**config.mk**
```make
export PLATFORM = sky130hd
export DESIGN_NAME = hs_rx_deserializer
export DESIGN_NICKNAME = d
export VERILOG_FILES = /design/src/rtl/hs_rx_pkg.sv /design/src/rtl/rx_ddr_capture.sv /design/src/rtl/hs_rx_deserializer.sv
export SDC_FILE = /design/constraint.sdc
export NUM_CORES = 1
export LEC_CHECK = 0
export ABC_CLOCK_PERIOD_IN_PS = 1840
export BUFFER_PORTS_ARGS = -buffer_cell sky130_fd_sc_hd__buf_2
export CAP_MARGIN = 20
export CELL_PAD_IN_SITES_DETAIL_PLACEMENT = 0
export CELL_PAD_IN_SITES_GLOBAL_PLACEMENT = 1
export CORE_MARGIN = 2
export CORE_UTILIZATION = 45
export CTS_CLUSTER_SIZE = 10
export DETAILED_ROUTE_END_ITERATION = 8
export PLACE_DENSITY_LB_ADDON = 0.3
export RECOVER_POWER = 100
export SYNTH_ARGS = -nofsm -noshare
export SYNTH_HDL_FRONTEND = slang
export SYNTH_SLANG_ARGS = --single-unit
export TNS_END_PERCENT = 5
```
**constraint.sdc**
```tcl
create_clock -name RxDDRClkHS -period 1.84 [get_ports RxDDRClkHS]
set_clock_uncertainty 0.1 [all_clocks]
set_input_delay 0.092 -clock RxDDRClkHS [delete_from_list [all_inputs] [get_ports RxDDRClkHS]]
set_output_delay 0.092 -clock RxDDRClkHS [all_outputs]
set_load 0.005 [all_outputs]
```
**src/rtl/hs_rx_pkg.sv**
```systemverilog
// Shared constants and state type for the HS receive deserializer.
package hs_rx_pkg;
  localparam logic [7:0] SYNC_BYTE    = 8'hB8;
  localparam int         HUNT_TIMEOUT = 32;
  localparam int         HIST_W       = 10;

  typedef enum logic [1:0] {IDLE, HUNT, ACTIVE, ERR} rx_state_t;
endpackage

```
**src/rtl/rx_ddr_capture.sv**
```systemverilog
// DDR line capture: negedge bit held, then presented with the posedge bit as a pair.
// One posedge of latency; free-running, no flow control.
module rx_ddr_capture (
  input  logic clk,
  input  logic rst_n,
  input  logic din,
  output logic older,
  output logic newer
);
  logic neg_bit;

  always_ff @(negedge clk or negedge rst_n) begin
    if (!rst_n) neg_bit <= 1'b0;
    else        neg_bit <= din;
  end

  always_ff @(posedge clk or negedge rst_n) begin
    if (!rst_n) begin
      older <= 1'b0;
      newer <= 1'b0;
    end else begin
      older <= neg_bit;
      newer <= din;
    end
  end
endmodule

```
**src/rtl/hs_rx_deserializer.sv**
```systemverilog
// HS receive deserializer: sync hunt on both bit phases, then byte framing every 4 posedges.
// Strobes are registered one posedge after the deciding edge; the line cannot be stalled.
module hs_rx_deserializer
  import hs_rx_pkg::*;
(
  input  logic       RxDDRClkHS,
  input  logic       RxRst,
  input  logic       HsRxEn,
  input  logic       DinHS,
  output logic [7:0] RxDataHS,
  output logic       RxValidHS,
  output logic       RxActiveHS,
  output logic       RxSyncHS,
  output logic       ErrSotSyncHS
);
  logic              older;
  logic              newer;
  rx_state_t         state;
  rx_state_t         state_nxt;
  logic [HIST_W-1:0] hist;
  logic [HIST_W-1:0] shifted;
  logic [4:0]        hunt_cnt;
  logic [1:0]        pair_cnt;
  logic              phase_odd;
  logic [7:0]        win_even;
  logic [7:0]        win_odd;
  logic              match_even;
  logic              match_odd;
  logic              sync_nxt;
  logic              valid_nxt;
  logic              unused_hist;

  rx_ddr_capture u_capture (
    .clk   (RxDDRClkHS),
    .rst_n (RxRst),
    .din   (DinHS),
    .older (older),
    .newer (newer)
  );

  // Newest bits enter at the MSB so each window reads directly as an LSB-first byte.
  assign shifted     = {newer, older, hist[HIST_W-1:2]};
  assign win_even    = shifted[9:2];
  assign win_odd     = shifted[8:1];
  assign match_even  = (win_even == SYNC_BYTE);
  assign match_odd   = (win_odd == SYNC_BYTE);
  assign unused_hist = ^hist[1:0];

  assign RxActiveHS   = (state == ACTIVE);
  assign ErrSotSyncHS = (state == ERR);

  always_ff @(posedge RxDDRClkHS or negedge RxRst) begin
    if (!RxRst) state <= IDLE;
    else        state <= state_nxt;
  end

  always_comb begin
    state_nxt = state;
    sync_nxt  = 1'b0;
    valid_nxt = 1'b0;
    if (!HsRxEn) begin
      state_nxt = IDLE;
    end else begin
      case (state)
        IDLE: state_nxt = HUNT;
        HUNT: begin
          if (match_even || match_odd) begin
            state_nxt = ACTIVE;
            sync_nxt  = 1'b1;
          end else if (hunt_cnt == 5'(HUNT_TIMEOUT - 1)) begin
            state_nxt = ERR;
          end
        end
        ACTIVE: valid_nxt = (pair_cnt == 2'd3);
        ERR: state_nxt = ERR;
        default: state_nxt = IDLE;
      endcase
    end
  end

  always_ff @(posedge RxDDRClkHS or negedge RxRst) begin
    if (!RxRst) begin
      hist      <= '0;
      hunt_cnt  <= '0;
      pair_cnt  <= '0;
      phase_odd <= 1'b0;
      RxDataHS  <= 8'h00;
      RxValidHS <= 1'b0;
      RxSyncHS  <= 1'b0;
    end else begin
      RxSyncHS  <= sync_nxt;
      RxValidHS <= valid_nxt;
      if (state == IDLE) begin
        // Holding everything clear in IDLE makes each new HUNT start from scratch.
        hist      <= '0;
        hunt_cnt  <= '0;
        pair_cnt  <= '0;
        phase_odd <= 1'b0;
      end else begin
        hist <= shifted;
        if (state == HUNT) hunt_cnt <= hunt_cnt + 5'd1;
        if (sync_nxt) begin
          phase_odd <= !match_even;
          pair_cnt  <= '0;
        end else if (state == ACTIVE) begin
          pair_cnt <= pair_cnt + 2'd1;
        end
      end
      if (valid_nxt) RxDataHS <= phase_odd ? win_odd : win_even;
    end
  end
endmodule
```
==> metrics.txt <==
total wire length=2170 µm; htree depth=2; final number of setup-violating endpoints=0; height of the die=57.8 µm; TritonCTS clock tree=yes; count of buffer and inverter cells on the critical path=2; Net Sw Power=0.261 mW; vias in the first global route=837; post-synth top area share=0.558; Cell variety after synth=31; synth warn=0; critical path required time=between 0.9 and 1 ns; Netlist Area Pre-Place=roughly 1300 µm²; DR iter-0 viols=27; die area=around 3300 µm²; Rel. slew slack=0.532; VDD IR max=0.492 mV; Int Pwr=between 0.8 and 0.9 mW; top_reg_cell synth=dfrtp_1; Largest delay share family, worst path=buffers and inverters; GRT Residual Overflow=0; multi-input combinational cell area=507 µm²; largest net degree at the start of global routing=30; Ports=16; Starting Density=0.471; # DRC=0; PostCTS Resize Cnt=0; latest clock arrival within the worst-skew pair=around 0.32 ns; Post-Synthesis Cells=between 100 and 150; switching part of the total=0.227; overall routing resource usage=0.158; worst slew pin tran=approximately 0.7 ns; Post-CTS Setup Repair Bufs=0; CP max stage delay=between 0.5 and 0.6 ns; WP data arrival=approximately 0.73 ns; synth top area cells=dfrtp_1, mux2i_1, o21ai_0; Antenna Diode Count=0; Combinational Power Share=0.052; FILL cells=~260; cell taking the most area after synthesis=dfrtp_1; # port buffers=15; #FFs+latches synth=30; Slew Viols, Final=0; CTS Buf Count=5; crit-path max FO=2; initial antenna violation count=0; Via density=approximately 5.3; worst reg2reg setup slack=0.30 ns; clk sinks=30; fin nets=around 140; Max Cap Viol=0; RSZ-0062 raised after global routing=no; Post-DRT Antenna Nets=0; PwrDens=782 nW/µm²; Static Leak=~0.69 nW; Worst Hold Class=in -> reg; synthesis-to-finish area growth=13.4%; FFs w/ async S/R, synth=1.00; Final Wtd Congestion=approximately 0.74; Worst path slowest cell=dlygate4sd3_1; core region area=about 2800 µm²; # rows=19; most frequent cell after synthesis=dfrtp_1; final hold vios=0; vias=roughly 850; Storage cell area=approximately 750 µm²; Synth top cells by count=dfrtp_1, nand2_1, o21ai_0; detail-routed net length per standard cell=roughly 14 µm; part of the power in the clock network=0.343; hold_buf cts=3; share of cells above drive strength 1=0.178; first-pass GRT wire length=3770 µm; final worst setup slack=between 0.2 and 0.3 ns; Flop pwr share=0.605; outcome=finished clean; setup_tns=0 ns; 1st-pass router iterations=4; Root Driver=clkbuf_4; clock buffer depth=2; syn_nets=~110; Worst-path clk slew=0.08 ns; CP Cell Sequence=dlygate4sd3_1, clkbuf_1; crit path launch type=input pin; Seq/Total Area, Yosys=0.577; pre-CTS setup slack=between 0.3 and 0.4 ns; Avg Synthesized Cell Area=about 12 µm²; Crit Path Category=in -> reg; Die Wd=roughly 58 µm; CP endpoint kind=register; EDFF count, synth=0; DP HPWL=~1500 µm
-- power groups by stage --
stage | Clock, mW | Combinational, mW | Sequential (mW)
3_5_place_dp | 0 | 0.0588 | 0.711
2_1_floorplan | 0 | 0.0381 | 0.703
6_report | 0.395 | 0.0599 | 0.697
4_1_cts | 0.415 | 0.0639 | 0.698
3_3_place_gp | 0 | 0.0567 | 0.709
5_1_grt | 0.440 | 0.0695 | 0.701
-- layer usage --
metal	GRT usage	routed length, µm
met1	0.180	953
met2	0.250	1070
met3	0.0670	91
met4	0.0897	56
met5	0	0
-- layout make-up --
cell class,count,area share
Timing Repair Buffer,20,0.0747
Clock inverter,1,0.00340
Clock buffer,7,0.0374
Sequential cell,30,0.509
Multi-Input combinational cell,69,0.344
Tap cell,31,0.0263
Inverter,2,0.00509
-- sequential cells by signal (all words and copies together) (netlist names), 2 cells and up --
signal    cells
hist          7
state         2
pair_cnt      2
hunt_cnt      5
RxDataHS      8
-- cells in the final DEF (no fill, tap or decap), types with 2 or more instances in the layout --
| cell type | synthesis | routed |
|---|---|---|
| and2_1 | 7 | 4 |
| clkbuf_4 | 0 | 5 |
| mux2_2 | 2 | 2 |
| nand2_1 | 12 | 12 |
| dfrtp_1 | 29 | 29 |
| mux2i_1 | 8 | 8 |
| a22o_1 | 2 | 2 |
| nor2_1 | 2 | 2 |
| nand4bb_4 | 2 | 2 |
| o21ai_0 | 11 | 12 |
| and2_0 | 0 | 3 |
| buf_2 | 3 | 9 |
| inv_1 | 2 | 2 |
| a21oi_1 | 2 | 2 |
| clkbuf_1 | 0 | 7 |
| ha_1 | 3 | 3 |
| dlygate4sd3_1 | 0 | 3 |
| nor2b_1 | 3 | 3 |
-- metrics by stage --
step,instance area [µm²],utilization,power [mW],instances,hold slack [ns]
5_1_grt,1470,0.534,1.21,160,0.349
3_5_place_dp,1400,0.507,0.770,149,0.0777
3_3_place_gp,1400,0.507,0.766,149,0.0653
4_1_cts,1490,0.540,1.18,160,0.247
2_1_floorplan,1300,-,0.741,106,-0.304
6_report,1470,0.534,1.15,160,0.351
-- kinds of logic after synthesis --
group / Yosys count / share of synthesized area
AND/OR/NAND/NOR: 34 / 0.176
flip-flops: 30 / 0.577
AO/OA/AOI/OAI: 21 / 0.103
multiplexers: 10 / 0.0789
buffers and inverters: 7 / 0.0289
adder cells (fa/ha/maj): 3 / 0.0289
XOR/XNOR: 1 / 0.00674
-- final timing paths --
kind,from,to,cells past startpoint
max in group asynchronous,RxRst,u_capture.neg_bit,2
min in group asynchronous,RxRst,hist[5],3
worst max-delay path,DinHS,u_capture.neg_bit,2
worst min-delay path,DinHS,u_capture.newer,2
worst min register to register,RxDataHS[5],RxDataHS[5],2
worst max register to register,hunt_cnt[0],state[1],4
Note: power is estimated with default switching activity, not from simulation.
